`src/rtl/aes_pkg.sv`:
```
// Shared definitions for the AES ShiftRows datapath: mode encoding, FSM states
// and the mapping from (row, column) to a cell slot in a packed state vector.
package aes_pkg;

  localparam logic MODE_FWD = 1'b0;
  localparam logic MODE_INV = 1'b1;

  typedef enum logic [1:0] {
    IDLE,
    SHIFT,
    DONE
  } state_t;

  // Cell slot counted from the LSB end; cell (0,0) occupies the MSBs.
  function automatic int idx(input int r, input int c, input int dim);
    return dim * dim - 1 - (dim * c + r);
  endfunction

endpackage

```
`src/rtl/shift_rows_seq_row_rotate.sv`:
```
// Combinational rotation of one DIM-cell row by a run-time amount.
// Forward rotates left (towards column 0), inverse rotates right.
module row_rotate
  import aes_pkg::*;
#(
  parameter int DIM = 4,
  parameter int W   = 8
) (
  input  logic [DIM*W-1:0]         row_i,
  input  logic [$clog2(DIM)-1:0]   amt_i,
  input  logic                     dir_i,
  output logic [DIM*W-1:0]         row_o
);

  int src;

  // amt_i < DIM, so one conditional subtract replaces a modulo.
  always_comb begin
    row_o = '0;
    src   = 0;
    for (int c = 0; c < DIM; c++) begin
      if (dir_i == MODE_FWD) begin
        src = c + int'(amt_i);
      end else begin
        src = c + DIM - int'(amt_i);
      end
      if (src >= DIM) begin
        src = src - DIM;
      end
      row_o[W*(DIM-1-c) +: W] = row_i[W*(DIM-1-src) +: W];
    end
  end

endmodule

```
`src/rtl/shift_rows_seq.sv`:
```
// Sequential ShiftRows / InvShiftRows: captures a state, rotates one row per
// clock, then holds the result until the downstream stage takes it.
module shift_rows_seq
  import aes_pkg::*;
#(
  parameter int DIM = 4,
  parameter int W   = 8
) (
  input  logic                   clk,
  input  logic                   reset,
  input  logic [DIM*DIM*W-1:0]   in_state,
  input  logic                   in_mode,
  input  logic                   in_valid,
  output logic                   in_ready,
  output logic [DIM*DIM*W-1:0]   out_state,
  output logic                   out_valid,
  input  logic                   out_ready,
  output logic                   busy
);

  localparam int CW = $clog2(DIM);

  state_t                 state_q;
  logic [CW-1:0]          row_cnt_q;
  logic                   mode_q;
  logic [DIM*DIM*W-1:0]   work_q;
  logic [DIM*DIM*W-1:0]   work_d;
  logic                   in_ready_q;
  logic                   out_valid_q;
  logic                   busy_q;
  logic [DIM*W-1:0]       row_sel;
  logic [DIM*W-1:0]       row_rot;

  // Gather row row_cnt out of the column-major working register.
  always_comb begin
    row_sel = '0;
    for (int c = 0; c < DIM; c++) begin
      row_sel[W*(DIM-1-c) +: W] = work_q[W*idx(int'(row_cnt_q), c, DIM) +: W];
    end
  end

  row_rotate #(
    .DIM (DIM),
    .W   (W)
  ) u_row_rotate (
    .row_i (row_sel),
    .amt_i (row_cnt_q),
    .dir_i (mode_q),
    .row_o (row_rot)
  );

  always_comb begin
    work_d = work_q;
    for (int c = 0; c < DIM; c++) begin
      work_d[W*idx(int'(row_cnt_q), c, DIM) +: W] = row_rot[W*(DIM-1-c) +: W];
    end
  end

  // in_ready comes from its own flop so it stays low through reset and
  // never depends combinationally on out_ready.
  always_ff @(posedge clk or posedge reset) begin
    if (reset) begin
      state_q     <= IDLE;
      row_cnt_q   <= '0;
      mode_q      <= MODE_FWD;
      work_q      <= '0;
      in_ready_q  <= 1'b0;
      out_valid_q <= 1'b0;
      busy_q      <= 1'b0;
    end else begin
      case (state_q)
        IDLE: begin
          if (in_valid && in_ready_q) begin
            work_q     <= in_state;
            mode_q     <= in_mode;
            row_cnt_q  <= CW'(1);
            state_q    <= SHIFT;
            in_ready_q <= 1'b0;
            busy_q     <= 1'b1;
          end else begin
            in_ready_q <= 1'b1;
          end
        end
        SHIFT: begin
          work_q <= work_d;
          if (row_cnt_q == CW'(DIM - 1)) begin
            row_cnt_q   <= '0;
            state_q     <= DONE;
            busy_q      <= 1'b0;
            out_valid_q <= 1'b1;
          end else begin
            row_cnt_q <= row_cnt_q + CW'(1);
          end
        end
        DONE: begin
          if (out_ready) begin
            state_q     <= IDLE;
            out_valid_q <= 1'b0;
            in_ready_q  <= 1'b1;
          end
        end
        default: begin
          state_q     <= IDLE;
          in_ready_q  <= 1'b0;
          out_valid_q <= 1'b0;
          busy_q      <= 1'b0;
        end
      endcase
    end
  end

  assign in_ready  = in_ready_q;
  assign out_valid = out_valid_q;
  assign busy      = busy_q;
  assign out_state = work_q;

endmodule

```
`config.mk`:
```
export PLATFORM = sky130hd
export DESIGN_NAME = shift_rows_seq
export DESIGN_NICKNAME = d
export VERILOG_FILES = /design/src/rtl/aes_pkg.sv /design/src/rtl/shift_rows_seq_row_rotate.sv /design/src/rtl/shift_rows_seq.sv
export SDC_FILE = /design/constraint.sdc
export NUM_CORES = 1
export LEC_CHECK = 0
export ABC_AREA = 0
export CAP_MARGIN = 20
export CORE_MARGIN = 2
export CORE_UTILIZATION = 35
export DETAILED_ROUTE_END_ITERATION = 10
export HOLD_SLACK_MARGIN = 0.08
export PLACE_DENSITY_LB_ADDON = 0.3
export SYNTH_ARGS = -nofsm -noshare
export SYNTH_HDL_FRONTEND = slang
export SYNTH_SLANG_ARGS = --single-unit
```
`constraint.sdc`:
```
create_clock -name clk -period 9.9 [get_ports clk]
set_clock_uncertainty 0.2 [all_clocks]
set_input_delay 2.97 -clock clk [delete_from_list [all_inputs] [get_ports clk]]
set_output_delay 2.97 -clock clk [all_outputs]
set_load 0.02 [all_outputs]
```
==> out/summary.txt, run 1 <==
Area contributors post-synth - dfrtp_1 (40%), mux4_2 (8.6%), mux2_2 (6.8%)
max incr delay on CP - 0.97 ns
RSZ-0062 raised after global routing - no
Worst EP arrival - 6.09 ns
cts hold-fix bufs - 0
CP Launch Type - input port
gr usage total - 28.5%
met1 Use GR - 38.9%
FF-to-FF Start - row_cnt_q[1]$_DFFE_PP0P_
synthesis-stage register bit count - 136
CP delay by family, top - compound AO/OA/AOI/OAI gates
Setup crit end kind - register
Area growth syn-to-layout - 40.6%
GP Congestion - 0.914
root buf cell - clkbuf_16
gr ovfl total - 0
Worst Setup SP - in_valid
setup TNS - 0 ns
Mapped Avg Cell Area - 9.84 um2
minimum clock period - 5.96 ns
Crit Reg-Reg Endpoint - out_state[9]$_DFFE_PP0P_
Synth Flop Type - dfrtp_1
Initial Utilization - 35.5%
number of max-cap violations - 0
HP Class - register to register
R2R cell count - 8
Clock Path Buffers - 2
Post-Syn Nets - 1,014
first-pass GRT wire length - 55.4 mm
R2R Setup Slk - 5.43 ns
outcome - complete, no violations
TritonCTS Buffers - 17
Detailed Place HPWL - 26.5 mm
WL per Instance - 26.0 um
hold_sp - out_valid$_DFFE_PP0P_
Remaining DRCs - 0
Leakage - 0.00451 uW
synth unique cells - 57
Post-Syn Area - 8590 um2
number of synthesized flops with an enable pin - 0
vias - 8,918
YS warnings - 0
fraction of layout cells with a size suffix above 1 - 14.0%
Die H - 161 um
Clk pin slew, worst setup/hold paths - 0.07 ns
CTS tree - done
Port Buf Inserts - 263
post-CTS setup buffers - 0
Rel. slew slack - 20.8%
post-synth top area share - 39.6%
Via density - 6.21
VDD IR max - 0.225 mV
Hold Path End - out_valid$_DFFE_PP0P_
initial antenna violation count - 0
Core Box Area - 24,200 um2
Skew-Pair Late Insertion Delay - 0.44 ns
area occupied by multi-input gates - 4880 um2
CTS sink cnt - 136
WP buf/inv - 1
Crit path required time - 10.03 ns
WS Path Type - input port to register
pwr dens - 481 nW/um2
met3 Resource Use GR - 6.64%
ANT cells - 0
I/O pin count - 264
Placed Cells - 1,403
Most Crowded Layer GR - met2
largest net degree at the start of global routing - 91
Post-CTS Resized - 0
Hold Crit Depth - 2
Crit Path Max Fanout - 18
Slowest cell on crit path - a21oi_2
Finished Layout Cells - 1,436
Max Clock Freq - 168 MHz
global-route met2 utilization - 44.1%
Die X - 161 um
fin crit share - 60.2%
count of final hold-check violations - 0
row cnt - 57
final WL - 37.3 mm
depth of the CTS H-tree - 4
sequential share of the synthesized area - 39.6%
fin. max-slew vios - 0
post-synthesis cell count - 873
DRT antenna net count - 0
largest area contributor in the netlist - dfrtp_1
async set or reset register ratio after synthesis - 100%
worst-margin pin slew - 1.19 ns
number of global-route vias before repair - 8,776
die area - 25,800 um2
# fillers - 2,160
cells along the critical path - clkdlybuf4s50_1 > nand3b_1 > a21oi_2 > nand4_1 > o221ai_1
Final setup violation count - 0
Starting DRT DRC Count - 1,039
Util after Layout - 50.0%
Pre-antenna DRT Iters - 6
Layout Nets - 1,240
flip-flop and latch area - 3410 um2
placed cells by master, fill, tap and decap left out, types with 4 or more instances in the layout:
cell type        Yosys  final
nand2_1             47     47
nor3b_1              4      4
clkdlybuf4s50_1      0    263
a32oi_1              8      8
nor2_1             118    117
nor2b_1             16     15
o32ai_1              5      5
and3_1               7      7
mux2_2              52     52
a221oi_1            16     16
o32a_1               7      7
o21ai_0             21     21
a221oi_2             6      6
a21oi_1             77     76
dfrtp_1            136    134
o21a_1               7      7
o22ai_1             33     33
a22oi_1             47     47
buf_4                5     17
mux2_1               6      6
or3_1               16     16
inv_6                0      5
ha_1                 8      8
nand2b_1            13     12
nand3_1             23     23
nor3_1               6      6
a31oi_1             18     18
o221ai_1            16     16
mux4_2              33     33
clkbuf_16            0     17
mux2i_1             11     10
nand4b_1             4      4
registers in the layout (all words and copies together), names as in the netlist:
register	cells
busy	1
in_ready	1
mode_q	1
out_state	128
out_valid	1
row_cnt_q	2
state_q	2
worst max path at each step:
stage | end | slack (ns) | cells after the start
2_1_floorplan | busy$_DFFE_PP0P_ | 3.09 | 1
3_3_place_gp | out_state[79]$_DFFE_PP0P_ | 3.73 | 5
3_5_place_dp | out_state[8]$_DFFE_PP0P_ | 3.65 | 5
4_1_cts | out_state[8]$_DFFE_PP0P_ | 4.07 | 5
5_1_grt | out_state[78]$_DFFE_PP0P_ | 3.74 | 5
6_report | out_state[8]$_DFFE_PP0P_ | 3.94 | 5
through the flow:
step | worst slack, ns | hold WS [ns] | cell area [um2] | power, uW
after floorplan | 3.09 | 0.396 | 8590 | 3480
after global placement | 3.73 | 0.294 | 11500 | 4970
after detailed placement | 3.65 | 0.306 | 11500 | 5020
after CTS | 4.07 | 0.323 | 12100 | 5710
after global routing | 3.74 | 0.361 | 12100 | 6040
final | 3.94 | 0.315 | 12100 | 5820
per-layer routing:
| metal | up-vias | share of wire [%] |
|---|---|---|
| met1 | 4405 | 40 |
| met5 | - | 0 |
| met2 | 624 | 46 |
| met3 | 79 | 10 |
| li1 | 3810 | - |
| met4 | 0 | 3.7 |
area by class of cell:
type / instances / share of cell area (%)
clock buffer: 18 / 3.64
clock inverter: 14 / 1.36
inverter: 4 / 0.166
multi-input combinational: 660 / 40.4
sequential: 136 / 28.2
tap: 324 / 3.36
timing repair buffer: 280 / 22.9
tightest hold or removal path: stages (launching register included):
cell	delay (ns)
dfrtp_1	0.37
nand2_1	0.05
o21ai_0	0.06
Yosys cell counts, types with 2 or more instances:
master and n:
buf_4 5, a21oi_1 77, o32a_1 7, a32oi_1 8, dfrtp_1 136, inv_1 4
a221oi_1 16, nand4_1 2, buf_2 10, o21a_1 7, nor2b_1 16, mux2_2 52
mux2_1 6, mux2i_1 11, and4b_1 2, o22ai_1 33, o21ai_1 3, a21o_1 2
nand4bb_1 3, a22oi_1 47, a221oi_2 6, and3_1 7, nand2_1 47, nand2b_1 13
buf_6 4, o21ai_0 21, buf_1 5, nand4b_1 4, nor3_1 6, a211oi_1 2
o32ai_1 5, nand3b_1 2, nand3_1 23, o221ai_1 16, mux4_2 33, nor2_1 118
o211ai_1 3, or3_1 16, nor3b_1 4, ha_1 8, nor3b_2 2, clkbuf_1 49
a31oi_1 18
power by group:
part | total (uW) | switching [uW] | internal, uW | leakage, uW
logic | 3970 | 2360 | 1610 | 0.00264
registers | 1170 | 316 | 854 | 0.00158
clock network | 677 | 292 | 385 | 0.000292
cell families after synthesis:
| kind of cell | count (synthesis) | synth area share, % |
|---|---|---|
| buffers and inverters | 77 | 4.08 |
| AO/OA/AOI/OAI | 280 | 22.4 |
| multiplexers | 103 | 17.7 |
| AND/OR/NAND/NOR | 269 | 15.0 |
| flip-flops | 136 | 39.6 |
| adder cells (fa/ha/maj) | 8 | 1.16 |
No activity file was read; power rests on OpenSTA's default activity.
==> run 2, diff against run 1 <==
==> constraint.sdc (replaced) <==
create_clock -name clk -period 4.9 [get_ports clk]
set_clock_uncertainty 0.2 [all_clocks]
set_input_delay 1.47 -clock clk [delete_from_list [all_inputs] [get_ports clk]]
set_output_delay 1.47 -clock clk [all_outputs]
set_load 0.02 [all_outputs]
==> run 2 against run 1 <==
  * Critical path depth rose by 1
  * Power grew 100%
  * Clock-buffer cell count stayed put
  * Sequential power grew 100%
  * Utilization increased by 0.36 points
  * Cell count increased by 0.42%
  * Highest routed layer unchanged
  * Non-clock buffer count grew 6
  * Die area did not move
  * Sequential cell count unchanged
  * Design area rose by 0.71%
==> out/summary.txt, run 2 (synthesis gave the netlist of run 1 again) <==
initial antenna violation count - 0 (unchanged)
FF-to-FF Start - row_cnt_q[1]$_DFFE_PP0P_
die area - 25,800 um2 (unchanged)
Leakage - 0.00455 uW (+0.91%)
Hold Crit Depth - 2 (unchanged)
I/O pin count - 264 (unchanged)
Detailed Place HPWL - 26.6 mm (+0.58%)
Crit path required time - 5.02 ns (-5.01 ns)
Starting DRT DRC Count - 1,001 (-3.7%)
post-CTS setup buffers - 0 (unchanged)
Post-CTS Resized - 0 (unchanged)
number of global-route vias before repair - 8,901 (+1.4%)
count of final hold-check violations - 0 (unchanged)
hold_sp - out_valid$_DFFE_PP0P_
met3 Resource Use GR - 5.60% (-1.0 points)
Die X - 161 um (unchanged)
Layout Nets - 1,246 (+0.48%)
Crit Reg-Reg Endpoint - out_state[11]$_DFFE_PP0P_
first-pass GRT wire length - 54.6 mm (-1.6%)
gr ovfl total - 0 (unchanged)
area occupied by multi-input gates - 4880 um2 (unchanged)
number of max-cap violations - 0 (unchanged)
R2R cell count - 7 (-1)
Pre-antenna DRT Iters - 6 (unchanged)
WL per Instance - 25.5 um (-1.9%)
# fillers - 2,206 (+2.1%)
CTS sink cnt - 136 (unchanged)
outcome - complete, no violations
DRT antenna net count - 0 (unchanged)
Hold Path End - out_valid$_DFFE_PP0P_
largest net degree at the start of global routing - 71 (-22%)
Via density - 6.19 (-0.25%)
max incr delay on CP - 0.73 ns (-0.24 ns)
Die H - 161 um (unchanged)
Remaining DRCs - 0 (unchanged)
Skew-Pair Late Insertion Delay - 0.44 ns (about the same)
Port Buf Inserts - 263 (unchanged)
Clock Path Buffers - 2 (unchanged)
setup TNS - 0 ns (unchanged)
GP Congestion - 0.914 (about the same)
Initial Utilization - 35.5% (unchanged)
cts hold-fix bufs - 0 (unchanged)
commonest non-fill, non-tap cells in the layout - clkdlybuf4s50_1 (263), dfrtp_1 (134), nor2_1 (117)
TritonCTS Buffers - 17 (unchanged)
WS Path Type - input port to register
Rel. slew slack - 25.4% (+4.6 points)
cells along the critical path - clkdlybuf4s50_1 > nand3b_1 > a21oi_2 > buf_4 > nand4_1 > o221ai_1
flip-flop and latch area - 3410 um2 (unchanged)
number of flip-flops in the largest register - 128 (unchanged)
vias - 8,933 (+0.17%)
Setup crit end kind - register
pwr dens - 962 nW/um2 (+100%)
Max Clock Freq - 258 MHz
ANT cells - 0 (unchanged)
Worst EP arrival - 4.00 ns (-2.09 ns)
VDD IR max - 0.377 mV (+68%)
Clk pin slew, worst setup/hold paths - 0.07 ns (about the same)
Core Box Area - 24,200 um2 (unchanged)
minimum clock period - 3.88 ns
final WL - 36.8 mm (-1.5%)
HP Class - register to register
Finished Layout Cells - 1,442 (+0.42%)
root buf cell - clkbuf_16
gr usage total - 28.0% (-0.55 points)
R2R Setup Slk - 1.06 ns (-4.37 ns)
Area growth syn-to-layout - 41.6%
depth of the CTS H-tree - 4 (unchanged)
Most Crowded Layer GR - met2
commonest non-fill, non-tap cell in the layout - clkdlybuf4s50_1
global-route met2 utilization - 43.6% (-0.51 points)
row cnt - 57 (unchanged)
met1 Use GR - 37.5% (-1.5 points)
worst-margin pin slew - 1.11 ns (-0.0741 ns)
fin crit share - 79.2%
RSZ-0062 raised after global routing - no
Crit Path Max Fanout - 18 (unchanged)
Final setup violation count - 0 (unchanged)
CTS tree - done
CP Launch Type - input port
Slowest cell on crit path - nand4_1
fraction of layout cells with a size suffix above 1 - 14.5% (+0.46 points)
Placed Cells - 1,409 (+0.43%)
fin. max-slew vios - 0 (unchanged)
[run 2: changes by cell type in the layout (fill, tap and decap cells not counted)]
cell,delta
buf_4,+3
buf_16,+1
inv_8,-1
buf_12,+2
clkinv_4,-1
inv_6,+1
clkinvlp_4,+1
[run 2: how the worst max path moves through the flow]
| stage | start | to | slack [ns] | cells past startpoint |
|---|---|---|---|---|
| finish | in_valid | out_state[75]$_DFFE_PP0P_ | 1.02 | 6 |
| global placement | in_valid | out_state[79]$_DFFE_PP0P_ | 0.75 | 6 |
| detailed placement | in_valid | out_state[75]$_DFFE_PP0P_ | 0.68 | 6 |
| global route | row_cnt_q[0]$_DFFE_PP0P_ | out_state[75]$_DFFE_PP0P_ | 0.77 | 5 |
| floorplan | row_cnt_q[0]$_DFFE_PP0P_ | out_state[118]$_DFFE_PP0P_ | 1.47 | 12 |
| CTS | in_valid | out_state[75]$_DFFE_PP0P_ | 1.13 | 6 |
[run 2: stage by stage]
stage / worst slack (ns) / hold WS (ns) / power (uW) / area [um2] / util (%)
global placement: 0.751 / 0.297 / 10100 / 11500 / 47.7
CTS: 1.13 / 0.321 / 11500 / 12100 / 50.2
detailed placement: 0.678 / 0.300 / 10100 / 11500 / 47.7
finish: 1.02 / 0.313 / 11700 / 12200 / 50.3
floorplan: 1.47 / 0.396 / 7040 / 8600 / -
global route: 0.768 / 0.349 / 12200 / 12200 / 50.3
[run 2: critical path, delay by kind of cell]
family          cells  cell delay [ns]
compound gates      2             0.71
buf+inv             2             0.80
simple gates        2             1.03
[run 2: metal layers]
layer / vias up / part of all wire [%]
met4: 0 / 4.2
met1: 4412 / 40
met3: 89 / 9.4
met5: - / 0
li1: 3825 / -
met2: 607 / 47
[run 2: final cells by class]
class / instances / area share (%)
inverter: 4 / 0.154
clock inverter: 14 / 1.33
tap: 324 / 3.33
sequential: 136 / 28.0
multi-input combinational: 660 / 40.2
timing repair buffer: 286 / 23.4
clock buffer: 18 / 3.61
[run 2: where the power goes]
part,switching (uW),internal (uW)
registers,659,1730
logic,4700,3280
clock network,568,777
==> run 3, diff against run 2 <==
==> constraint.sdc (replaced) <==
create_clock -name clk -period 3.6 [get_ports clk]
set_clock_uncertainty 0.2 [all_clocks]
set_input_delay 1.08 -clock clk [delete_from_list [all_inputs] [get_ports clk]]
set_output_delay 1.08 -clock clk [all_outputs]
set_load 0.02 [all_outputs]
==> run 3 against run 2 <==
  * Utilization up 0.50 points
  * Sequential cell count unchanged
  * Clock power rose by 30%
  * Power rose by 37%
  * Worst setup slack got worse by 0.66 ns
  * Register-to-register slack worse by 0.69 ns
  * Via count hardly changed
  * First-iteration DRC count decreased by 3.3%
  * Global-route usage rose by 0.76 points
  * Design area increased by 1.0%
  * Clock-buffer cell count shrank 1
  * Largest cell class unchanged
  * Largest power group unchanged
==> out/summary.txt, run 3 (synthesis gave the netlist of run 1 again) <==
setup TNS - 0 ns (unchanged)
Setup crit end kind - register
number of max-cap violations - 0 (unchanged)
pre-CTS setup slack - 0.441 ns (-0.237 ns)
vias - 8,927 (-0.067%)
count of final hold-check violations - 0 (unchanged)
die area - 25,800 um2 (unchanged)
Crit path required time - 3.70 ns (-1.32 ns)
Port Buf Inserts - 263 (unchanged)
Util after Layout - 50.8% (+0.50 points)
I/O pin count - 264 (unchanged)
cells along the critical path - inv_1 > ha_1 > mux2i_4 > buf_4 > nor2_1 > a221oi_2 > o221ai_1
Remaining DRCs - 0 (unchanged)
root buf cell - clkbuf_16
worst-margin pin slew - 0.822 ns (-0.292 ns)
TritonCTS Buffers - 17 (unchanged)
max incr delay on CP - 0.59 ns (-0.14 ns)
CTS tree - done
Initial Utilization - 35.5% (unchanged)
Core Box Area - 24,200 um2 (unchanged)
largest net degree at the start of global routing - 78 (+9.9%)
DRT antenna net count - 0 (unchanged)
Clk pin slew, worst setup/hold paths - 0.07 ns (about the same)
Layout Nets - 1,260 (+1.1%)
initial antenna violation count - 0 (unchanged)
number of flip-flops in the largest register - 128 (unchanged)
pwr dens - 1300 nW/um2 (+36%)
Die H - 161 um (unchanged)
RSZ-0062 raised after global routing - no
CTS sink cnt - 136 (unchanged)
fin crit share - 89.8%
total chip power - 16,000 uW (+37%)
depth of the CTS H-tree - 4 (unchanged)
commonest non-fill, non-tap cells in the layout - clkdlybuf4s50_1 (263), dfrtp_1 (134), nor2_1 (117)
HP Class - register to register
Die X - 161 um (unchanged)
Starting DRT DRC Count - 968 (-3.3%)
Max Clock Freq - 309 MHz
Fin Hold WS - 0.324 ns (+0.0108 ns)
VDD IR max - 0.533 mV (+41%)
fraction of layout cells with a size suffix above 1 - 15.5% (+1.1 points)
post-CTS setup buffers - 0 (unchanged)
WL per Instance - 25.6 um (+0.47%)
final critical-path setup slack - 0.366 ns (-0.655 ns)
Pre-antenna DRT Iters - 5 (-1)
gr usage total - 28.7% (+0.76 points)
minimum clock period - 3.23 ns
WS Path Type - register to register
Clock Path Buffers - 2 (unchanged)
Detailed Place HPWL - 27.4 mm (+2.7%)
first-pass GRT wire length - 56.2 mm (+3.0%)
GP Congestion - 0.957 (+4.7%)
# fillers - 2,177 (-1.3%)
fin. max-slew vios - 0 (unchanged)
Worst EP arrival - 3.34 ns (-0.66 ns)
outcome - complete, no violations
Crit Path Max Fanout - 18 (unchanged)
Via density - 6.13 (-1.0%)
cts hold-fix bufs - 0 (unchanged)
Final setup violation count - 0 (unchanged)
Rel. slew slack - 44.9% (+20 points)
commonest non-fill, non-tap cell in the layout - clkdlybuf4s50_1
gr ovfl total - 0 (unchanged)
Post-CTS Resized - 0 (unchanged)
Area growth syn-to-layout - 43.0%
Skew-Pair Late Insertion Delay - 0.44 ns (about the same)
final WL - 37.3 mm (+1.4%)
row cnt - 57 (unchanged)
ANT cells - 0 (unchanged)
number of global-route vias before repair - 8,811 (-1.0%)
CP Launch Type - register
Leakage - 0.00462 uW (+1.6%)
Slowest cell on crit path - dfrtp_2
run 3: report_power, final:
group          switching [uW]  internal, uW  leakage (uW)
Combinational            6460          4600       0.00277
Sequential                866          2350       0.00158
Clock                     822           922      0.000278
Total                    8150          7870       0.00462
run 3: per-layer routing:
metal / part of all wire, % / up-vias / GRT usage [%]
met2: 47 / 567 / 45.3
met3: 8.6 / 78 / 5.53
met4: 3.3 / 0 / 10.7
met1: 41 / 4436 / 39.5
li1: - / 3846 / -
met5: 0 / - / 0
run 3: path summary, 6_finish.rpt:
check / startpoint / endpoint / slack [ns] / cells after the start
max in group asynchronous: reset / row_cnt_q[0]$_DFFE_PP0P_ / 1.87 / 3
min in group asynchronous: reset / in_ready$_DFFE_PP0P_ / 0.92 / 3
hold / removal: out_valid$_DFFE_PP0P_ / out_valid$_DFFE_PP0P_ / 0.32 / 2
hold reg to reg: out_valid$_DFFE_PP0P_ / out_valid$_DFFE_PP0P_ / 0.32 / 2
setup reg to reg: row_cnt_q[1]$_DFFE_PP0P_ / out_state[10]$_DFFE_PP0P_ / 0.37 / 7
setup / recovery: row_cnt_q[1]$_DFFE_PP0P_ / out_state[10]$_DFFE_PP0P_ / 0.37 / 7
run 3: metrics by stage:
stage / cells / cell area [um2]
CTS: 1456 / 12300
global placement: 1424 / 11700
finish: 1456 / 12300
floorplan: 873 / 8600
global route: 1456 / 12300
detailed placement: 1424 / 11700
run 3: worst max-delay path: cells and delay by family (launching register included):
kind,cells,cell delay (ns)
muxes,1,0.55
DFF,1,0.59
buffers and inverters,2,0.54
and+or+nand+nor,1,0.18
adders and majority gates,1,0.35
AOI/OAI and AO/OA,2,0.69
run 3: area by class of cell:
| type | count | area (um2) | area share [%] |
|---|---|---|---|
| multi-input cells | 660 | 4880 | 39.8 |
| flip-flops and latches | 136 | 3410 | 27.7 |
| repair buffers | 300 | 3000 | 24.4 |
| clock buffers | 17 | 425 | 3.46 |
| well taps | 324 | 405 | 3.30 |
| clock inverters | 15 | 149 | 1.21 |
| inverters | 4 | 18.8 | 0.153 |
